**src/rtl/mtsp_wb_collector.sv**
```systemverilog
// mtsp_wb_collector
//   Receives up to two write-back results per cycle from the EX stage. Phase #0
//   is DEST0/WMASK0 and phase #1 is DEST1/WMASK1. Results are queued in
//   program order and drained through a single register-file write port that
//   has its own grant.
//
// Ports
//   CLK, RST               clock, synchronous active-high reset
//   WMASK0/ADDR0/DEST0     phase #0 result (valid, destination, data)
//   WMASK1/ADDR1/DEST1     phase #1 result (valid, destination, data)
//   IN_STALL               fewer than 2 free entries; upstream must hold
//   RF_READY               register-file port grant
//   RF_WE/RF_ADDR/RF_DATA  head-of-queue write request (first-word-fall-through)
//   LEVEL                  number of occupied entries
//   Q_ADDR/Q_HIT           hazard query: some stored entry targets Q_ADDR
//   OVERFLOW               sticky: a valid input was dropped
module mtsp_wb_collector #(
    parameter int DATA_WIDTH = 32,
    parameter int ADDR_WIDTH = 8,
    parameter int DEPTH      = 4
) (
    input  logic                       CLK,
    input  logic                       RST,
    input  logic                       WMASK0,
    input  logic [ADDR_WIDTH-1:0]      ADDR0,
    input  logic [DATA_WIDTH-1:0]      DEST0,
    input  logic                       WMASK1,
    input  logic [ADDR_WIDTH-1:0]      ADDR1,
    input  logic [DATA_WIDTH-1:0]      DEST1,
    output logic                       IN_STALL,
    input  logic                       RF_READY,
    output logic                       RF_WE,
    output logic [ADDR_WIDTH-1:0]      RF_ADDR,
    output logic [DATA_WIDTH-1:0]      RF_DATA,
    output logic [$clog2(DEPTH):0]     LEVEL,
    input  logic [ADDR_WIDTH-1:0]      Q_ADDR,
    output logic                       Q_HIT,
    output logic                       OVERFLOW
);

    localparam int PW = $clog2(DEPTH);
    localparam int LW = PW + 1;

    logic [PW-1:0]         rptr_reg;
    logic [PW-1:0]         wptr_reg;
    logic [LW-1:0]         level_reg;
    logic                  overflow_reg;

    logic [ADDR_WIDTH-1:0] addr_mem [DEPTH];
    logic [DATA_WIDTH-1:0] data_mem [DEPTH];

    logic                  pop;
    logic [LW-1:0]         free_cnt;
    logic                  acc0;
    logic                  acc1;
    logic                  drop;
    logic [LW-1:0]         push_cnt;
    logic [PW-1:0]         wptr1;
    logic [PW-1:0]         rptr_next;
    logic [PW-1:0]         wptr_next;
    logic [LW-1:0]         level_next;
    logic [DEPTH-1:0]      hit_vec;

    // A pop frees its slot in the same cycle, so a full queue can still take
    // one entry while it is draining.
    always_comb begin
        pop      = (level_reg != '0) && RF_READY;
        free_cnt = LW'(DEPTH) - level_reg + {{(LW-1){1'b0}}, pop};
        // Phase #0 has priority for space; phase #1 needs a second free slot
        // when phase #0 was accepted. Excess is therefore dropped phase #1 first.
        acc0     = WMASK0 && (free_cnt != '0);
        acc1     = WMASK1 && (acc0 ? (free_cnt >= LW'(2)) : (free_cnt != '0));
        drop     = (WMASK0 && !acc0) || (WMASK1 && !acc1);
        push_cnt = {{(LW-1){1'b0}}, acc0} + {{(LW-1){1'b0}}, acc1};
        // Phase #1 lands right after phase #0, or at wptr when it is alone.
        wptr1      = acc0 ? (wptr_reg + PW'(1)) : wptr_reg;
        wptr_next  = wptr_reg + push_cnt[PW-1:0];
        rptr_next  = rptr_reg + {{(PW-1){1'b0}}, pop};
        level_next = level_reg + push_cnt - {{(LW-1){1'b0}}, pop};
    end

    always_ff @(posedge CLK) begin
        if (RST) begin
            rptr_reg     <= '0;
            wptr_reg     <= '0;
            level_reg    <= '0;
            overflow_reg <= 1'b0;
        end else begin
            rptr_reg  <= rptr_next;
            wptr_reg  <= wptr_next;
            level_reg <= level_next;
            if (drop) begin
                overflow_reg <= 1'b1;
            end
        end
    end

    // Storage needs no reset; occupancy alone decides which entries are live.
    // The two write slots never coincide, so both writes can share one block.
    always_ff @(posedge CLK) begin
        if (!RST) begin
            if (acc0) begin
                addr_mem[wptr_reg] <= ADDR0;
                data_mem[wptr_reg] <= DEST0;
            end
            if (acc1) begin
                addr_mem[wptr1] <= ADDR1;
                data_mem[wptr1] <= DEST1;
            end
        end
    end

    // Hazard query over stored entries only. An entry is live when its
    // distance from rptr (mod DEPTH) is below the current level.
    generate
        for (genvar gi = 0; gi < DEPTH; gi++) begin : g_hit
            logic [PW-1:0] offset;
            assign offset      = PW'(gi) - rptr_reg;
            assign hit_vec[gi] = ({1'b0, offset} < level_reg) &&
                                 (addr_mem[gi] == Q_ADDR);
        end
    endgenerate

    assign Q_HIT    = |hit_vec;
    assign RF_WE    = (level_reg != '0);
    assign RF_ADDR  = addr_mem[rptr_reg];
    assign RF_DATA  = data_mem[rptr_reg];
    assign LEVEL    = level_reg;
    assign IN_STALL = (level_reg > LW'(DEPTH - 2));
    assign OVERFLOW = overflow_reg;

endmodule

```
**config.mk**
```make
export PLATFORM = sky130hd
export DESIGN_NAME = mtsp_wb_collector
export DESIGN_NICKNAME = d
export VERILOG_FILES = /design/src/rtl/mtsp_wb_collector.sv
export SDC_FILE = /design/constraint.sdc
export NUM_CORES = 1
export LEC_CHECK = 0
export ABC_AREA = 1
export CELL_PAD_IN_SITES_DETAIL_PLACEMENT = 1
export CELL_PAD_IN_SITES_GLOBAL_PLACEMENT = 1
export CORE_ASPECT_RATIO = 0.8
export CORE_MARGIN = 2
export CORE_UTILIZATION = 42
export DETAILED_ROUTE_END_ITERATION = 16
export PLACE_DENSITY_LB_ADDON = 0.1
export SYNTH_ARGS = -nofsm -noshare
export SYNTH_HDL_FRONTEND = slang
export SYNTH_SLANG_ARGS = --single-unit
```
**constraint.sdc**
```tcl
create_clock -name CLK -period 5.44 [get_ports CLK]
set_input_delay 1.632 -clock CLK [delete_from_list [all_inputs] [get_ports CLK]]
set_output_delay 1.632 -clock CLK [all_outputs]
set_load 0.01 [all_outputs]
```
# [Word level (Yosys, flattened, before mapping)]
# Memory sizes are Yosys's and may differ from the RTL's. A register that Yosys moved wholly into a read port is not among the register bits.
# Cells that the tools add are included.
[word_totals] ff_bits=8 ram_bits=160 input_bits=93 elab_cells=53 n_memories=2
[mem_list] name="data_mem" words=4 width=32 read_ports=1 rd_clocked_by_memory_dff=1 write_ports=2 line_no="50" rtl="logic [DATA_WIDTH-1:0] data_mem [DEPTH];"
[mem_list] name="addr_mem" words=4 width=8 read_ports=5 rd_clocked_by_memory_dff=1 write_ports=2 line_no="49" rtl="logic [ADDR_WIDTH-1:0] addr_mem [DEPTH];"
[classes] n_addsub=12 order_cmp=6 n_eq_ne=4 muxes=10 n_reduce_logical=15
[op_table] op="$eq A8 B8 Y1" count=4
[op_table] op="$lt A2 B3 Y1" count=4
[op_table] op="$logic_and A1 B1 Y1" count=9
[op_table] op="$mux W1" count=7
[op_table] op="$mux W2" count=3
[op_table] op="$reduce_bool A3 Y1" count=2
[op_table] op="$reduce_or A4 Y1" count=1
[op_table] op="$sub A1 B2 Y2 const A" count=2
[op_table] op="$sub A2 B2 Y2 const A" count=2
[op_table] op="$add A3 B1 Y3" count=1
[op_table] op="$add A3 B2 Y3" count=1
[op_table] op="$ge A3 B2 Y1 const B" count=1
[op_table] op="$gt A3 B2 Y1 const B" count=1
[op_table] op="$sub A3 B1 Y3" count=1
[op_table] op="$sub A3 B3 Y3 const A" count=1
[op_table] op="$add A1 B1 Y2" count=1
[op_table] op="$add A2 B1 Y2" count=1
[op_table] op="$add A2 B1 Y2 const B" count=1
[op_table] op="$add A2 B2 Y2" count=1
[op_table] op="$logic_not A1 Y1" count=2
[op_table] op="$logic_or A1 B1 Y1" count=1

# [Logic depth before layout (Yosys ltp)]
[logic_depth] ltp_word=10 depth_mapped=19 depth_no_buf=19

# [Worst setup path before layout]
# Ideal clock, no wire load.
[synth_path] kind="in2reg" from="in RF_READY" to="mem addr_mem[1][0] (enable)" setup_ns=0.398 t_arrival_ns=3.901 required_time_ns=5.042 path_slack_ns=1.141 cell_stages=12 cell_sequence="nand2_1 ha_1 inv_1 ha_1 nor2_1 nand3_2 nand2_2 nand2_1 nand2_2 nand3_1 buf_2 nand2_1"
[synth_rtl] item="start, declared" line_no="31" rtl="input logic RF_READY,"
[synth_rtl] item="end, declared" line_no="49"

# [Worst setup path in the final report]
[layout_path] from="in Q_ADDR[1]" to="out Q_HIT"
[layout_via] elab_chain_len=3 elab_cells_between_ends=9 classes_between="4 x eq/ne; 5 x reduce/logical"
[layout_lines] item="start, declared" line_no="36" rtl="input logic [ADDR_WIDTH-1:0] Q_ADDR,"
[layout_lines] item="$eq A8 B8 Y1" line_no="120" rtl="(addr_mem[gi] == Q_ADDR);"
[layout_lines] item="$logic_and A1 B1 Y1" line_no="119" rtl="assign hit_vec[gi] = ({1'b0, offset} < level_reg) &&"
[layout_lines] item="$reduce_or A4 Y1 (*)" line_no="124" rtl="assign Q_HIT = |hit_vec;"
[layout_lines] item="end, declared" line_no="37" rtl="output logic Q_HIT,"
# Every way passes the cells marked *; elsewhere a longest branch is shown, timed or not.

==> impl_metrics.tcl <==
set metrics [dict create \
    cts_setup_buffers 0 \
    yosysTopAreaCell "edfxtp_1" \
    drt_iter0_drc 624 \
    min_period_ns 5.07 \
    slew_headroom_pct 50.1 \
    utilization_pct 52.4 \
    max_cap_violations 0 \
    ctsHoldBuffers 0 \
    ctsRootBufferMaster "clkbuf_16" \
    fin_nets 1299 \
    grt_pass1_vias 9158 \
    yosysWarnings 0 \
    die_w_um 173 \
    synth_area_per_cell_um2 8.76 \
    num_rows 49 \
    clkTransAtPathRegs_ns 0.07 \
    cts_buffers 17 \
    p_leak_nw 4.73 \
    start_util_pct 42.8 \
    hold_viol 0 \
    area_growth_pct 22.5 \
    core_mm2 0.0225 \
    avgViaCountPerCell 5.90 \
    worstSkewPairLatency_ns 0.44 \
    p_total_w 0.00606 \
    drc 0 \
    critPathLaunchType "input port" \
    io_buffers 139 \
    hold_class "register to register" \
    antenna_found_initial 0 \
    cts_tree "built" \
    first_pass_iters 5 \
    gp_congestion 0.841 \
    path_class "input port to output port" \
    finClkSkew_ns 0.0106 \
    synthTopCellsByArea "edfxtp_1 50%, nand2_1 15%, nand4_1 11%, nand3_1 6.5%, a22oi_1 3.1%" \
    clockBufferDepth 2 \
    ys_seq_area_share_pct 51.5 \
    vias 8906 \
    cp-end-kind "output port" \
    peakVddDrop_mv 0.522 \
    clock.fmax_mhz 197 \
    ant_nets 0 \
    io_pins 140 \
    tightest_slew_ns 0.749 \
    wl_per_cell_um 21.9 \
    regMostFlops "data_mem" \
    grt_max_degree 125 \
    fillerInstances 2622 \
    grt_pass1_wl_um 51700 \
    postRouteWirelength_um 33100 \
    dp_hpwl_um 19900 \
    ctsResizeCount 0 \
    die_h_um 139 \
    cp_max_fo 6 \
    power.density_mw_per_mm2 514 \
    h-tree-depth 4 \
    drive_above_1_share_pct 6.56 \
    gr-total-overflow 0 \
    die_area_mm2 0.0242 \
    drv_slew 0 \
    grt_usage_pct 27.6 \
    syn_nets 1208 \
    status "complete, no violations" \
    arrival_ns 3.44 \
    cts.sink_count 168 \
    cp.required_ns 3.81 \
    ys_ff_latch 168 \
    tns_ns 0 \
    antenna_cells 0 \
    layout.cells.non_filler 1510 \
    synthCells 1100 \
    grt_setup_unrepaired "false" \
    synth_cell_types 28 \
    largest_reg_flops 128 \
    timing.final.crit_share_pct 93.2 \
    yosys.area.top_type_share_pct 49.9 \
    setup_violations 0 \
    dp.cells 1478 \
    netlist_area_mm2 0.00963 \
]
==> power breakdown <==
group          total (W)  internal, W  leakage, nW  switching, W
registers        0.00190      0.00177         1.53      0.000132
clock network    0.00117     0.000635        0.263      0.000538
logic            0.00299     0.000951         2.94       0.00204
==> layout make-up <==
cell class                 count  area [µm²]  share of cell area [%]
clock buffer                  19         433                    3.67
timing repair buffer         167        1650                    14.0
clock inverter                13         121                    1.03
inverter                      43         161                    1.37
tap                          306         383                    3.25
sequential                   168        4970                    42.1
multi-input combinational    794        4080                    34.6
==> synthesized netlist by cell type <==
cell type / n
dfxtp_1: 8
ha_1: 14
inv_1: 41
clkbuf_1: 27
nand2_1: 375
nand3_1: 125
a22oi_1: 40
buf_4: 11
buf_2: 54
a21oi_1: 6
o22ai_1: 1
nand3_2: 1
or2_2: 2
buf_1: 2
o211ai_1: 2
edfxtp_1: 160
fa_1: 1
buf_6: 1
nor2_1: 22
inv_2: 2
nand2_2: 5
o221ai_1: 3
nand3b_1: 1
xnor2_1: 17
xor2_1: 9
a31oi_1: 1
nand4_1: 162
o21ai_0: 7
==> cell families after synthesis <==
logic type / Yosys count / share of synthesized area (%)
adders and majority gates: 15 / 2.03
DFF: 168 / 51.5
and+or+nand+nor: 693 / 33.1
xor gates and xnor gates: 26 / 2.36
buffers and inverters: 138 / 6.59
AOI/OAI and AO/OA: 60 / 4.35
==> stage by stage <==
stage,setup slack (ns),cell area [µm²],hold slack [ns]
finish,0.371,11800,0.501
floorplan,1.14,9630,0.513
detailed placement,0.362,11200,0.487
global placement,0.385,11200,0.475
CTS,0.356,11800,0.509
global route,0.233,11800,0.565
==> metal layers <==
metal	vias to the layer above	part of all wire, %	track usage [%]
met4	0	1.4	7.49
met2	349	48	46.0
met5	-	0	0
met1	4416	44	36.8
li1	4099	-	-
met3	42	6.4	5.36
==> final timing paths <==
path / cells past startpoint / slack (ns) / endpoint / from
setup / recovery: 8 / 0.37 / Q_HIT / Q_ADDR[1]
hold / removal: 2 / 0.50 / OVERFLOW$_SDFFE_PP0P_ / OVERFLOW$_SDFFE_PP0P_
setup reg to reg: 17 / 2.01 / LEVEL[1]$_SDFF_PP0_ / LEVEL[2]$_SDFF_PP0_
hold reg to reg: 2 / 0.50 / OVERFLOW$_SDFFE_PP0P_ / OVERFLOW$_SDFFE_PP0P_
==> cells in the final DEF, fill, tap and decap left out, types with 7 or more instances in the layout <==
cell | synthesis | routed
inv_1 | 41 | 40
nand2_1 | 375 | 371
nand4_1 | 162 | 162
buf_4 | 11 | 24
nand2_2 | 5 | 9
a22oi_1 | 40 | 40
clkdlybuf4s50_1 | 0 | 139
nand3_1 | 125 | 121
o21ai_0 | 7 | 7
edfxtp_1 | 160 | 160
xnor2_1 | 17 | 17
clkbuf_16 | 0 | 17
ha_1 | 14 | 14
xor2_1 | 9 | 9
nor2_1 | 22 | 20
==> worst max-delay path, cell delays in order <==
cell and delay, ns:
clkdlybuf4s50_1 0.51, or2_2 0.32, a21oi_1 0.12, nand3_1 0.10, nor2_1 0.12, nor2_1 0.06
nand2_1 0.06, clkdlybuf4s50_1 0.52
No activity file was read; power rests on OpenSTA's default activity.
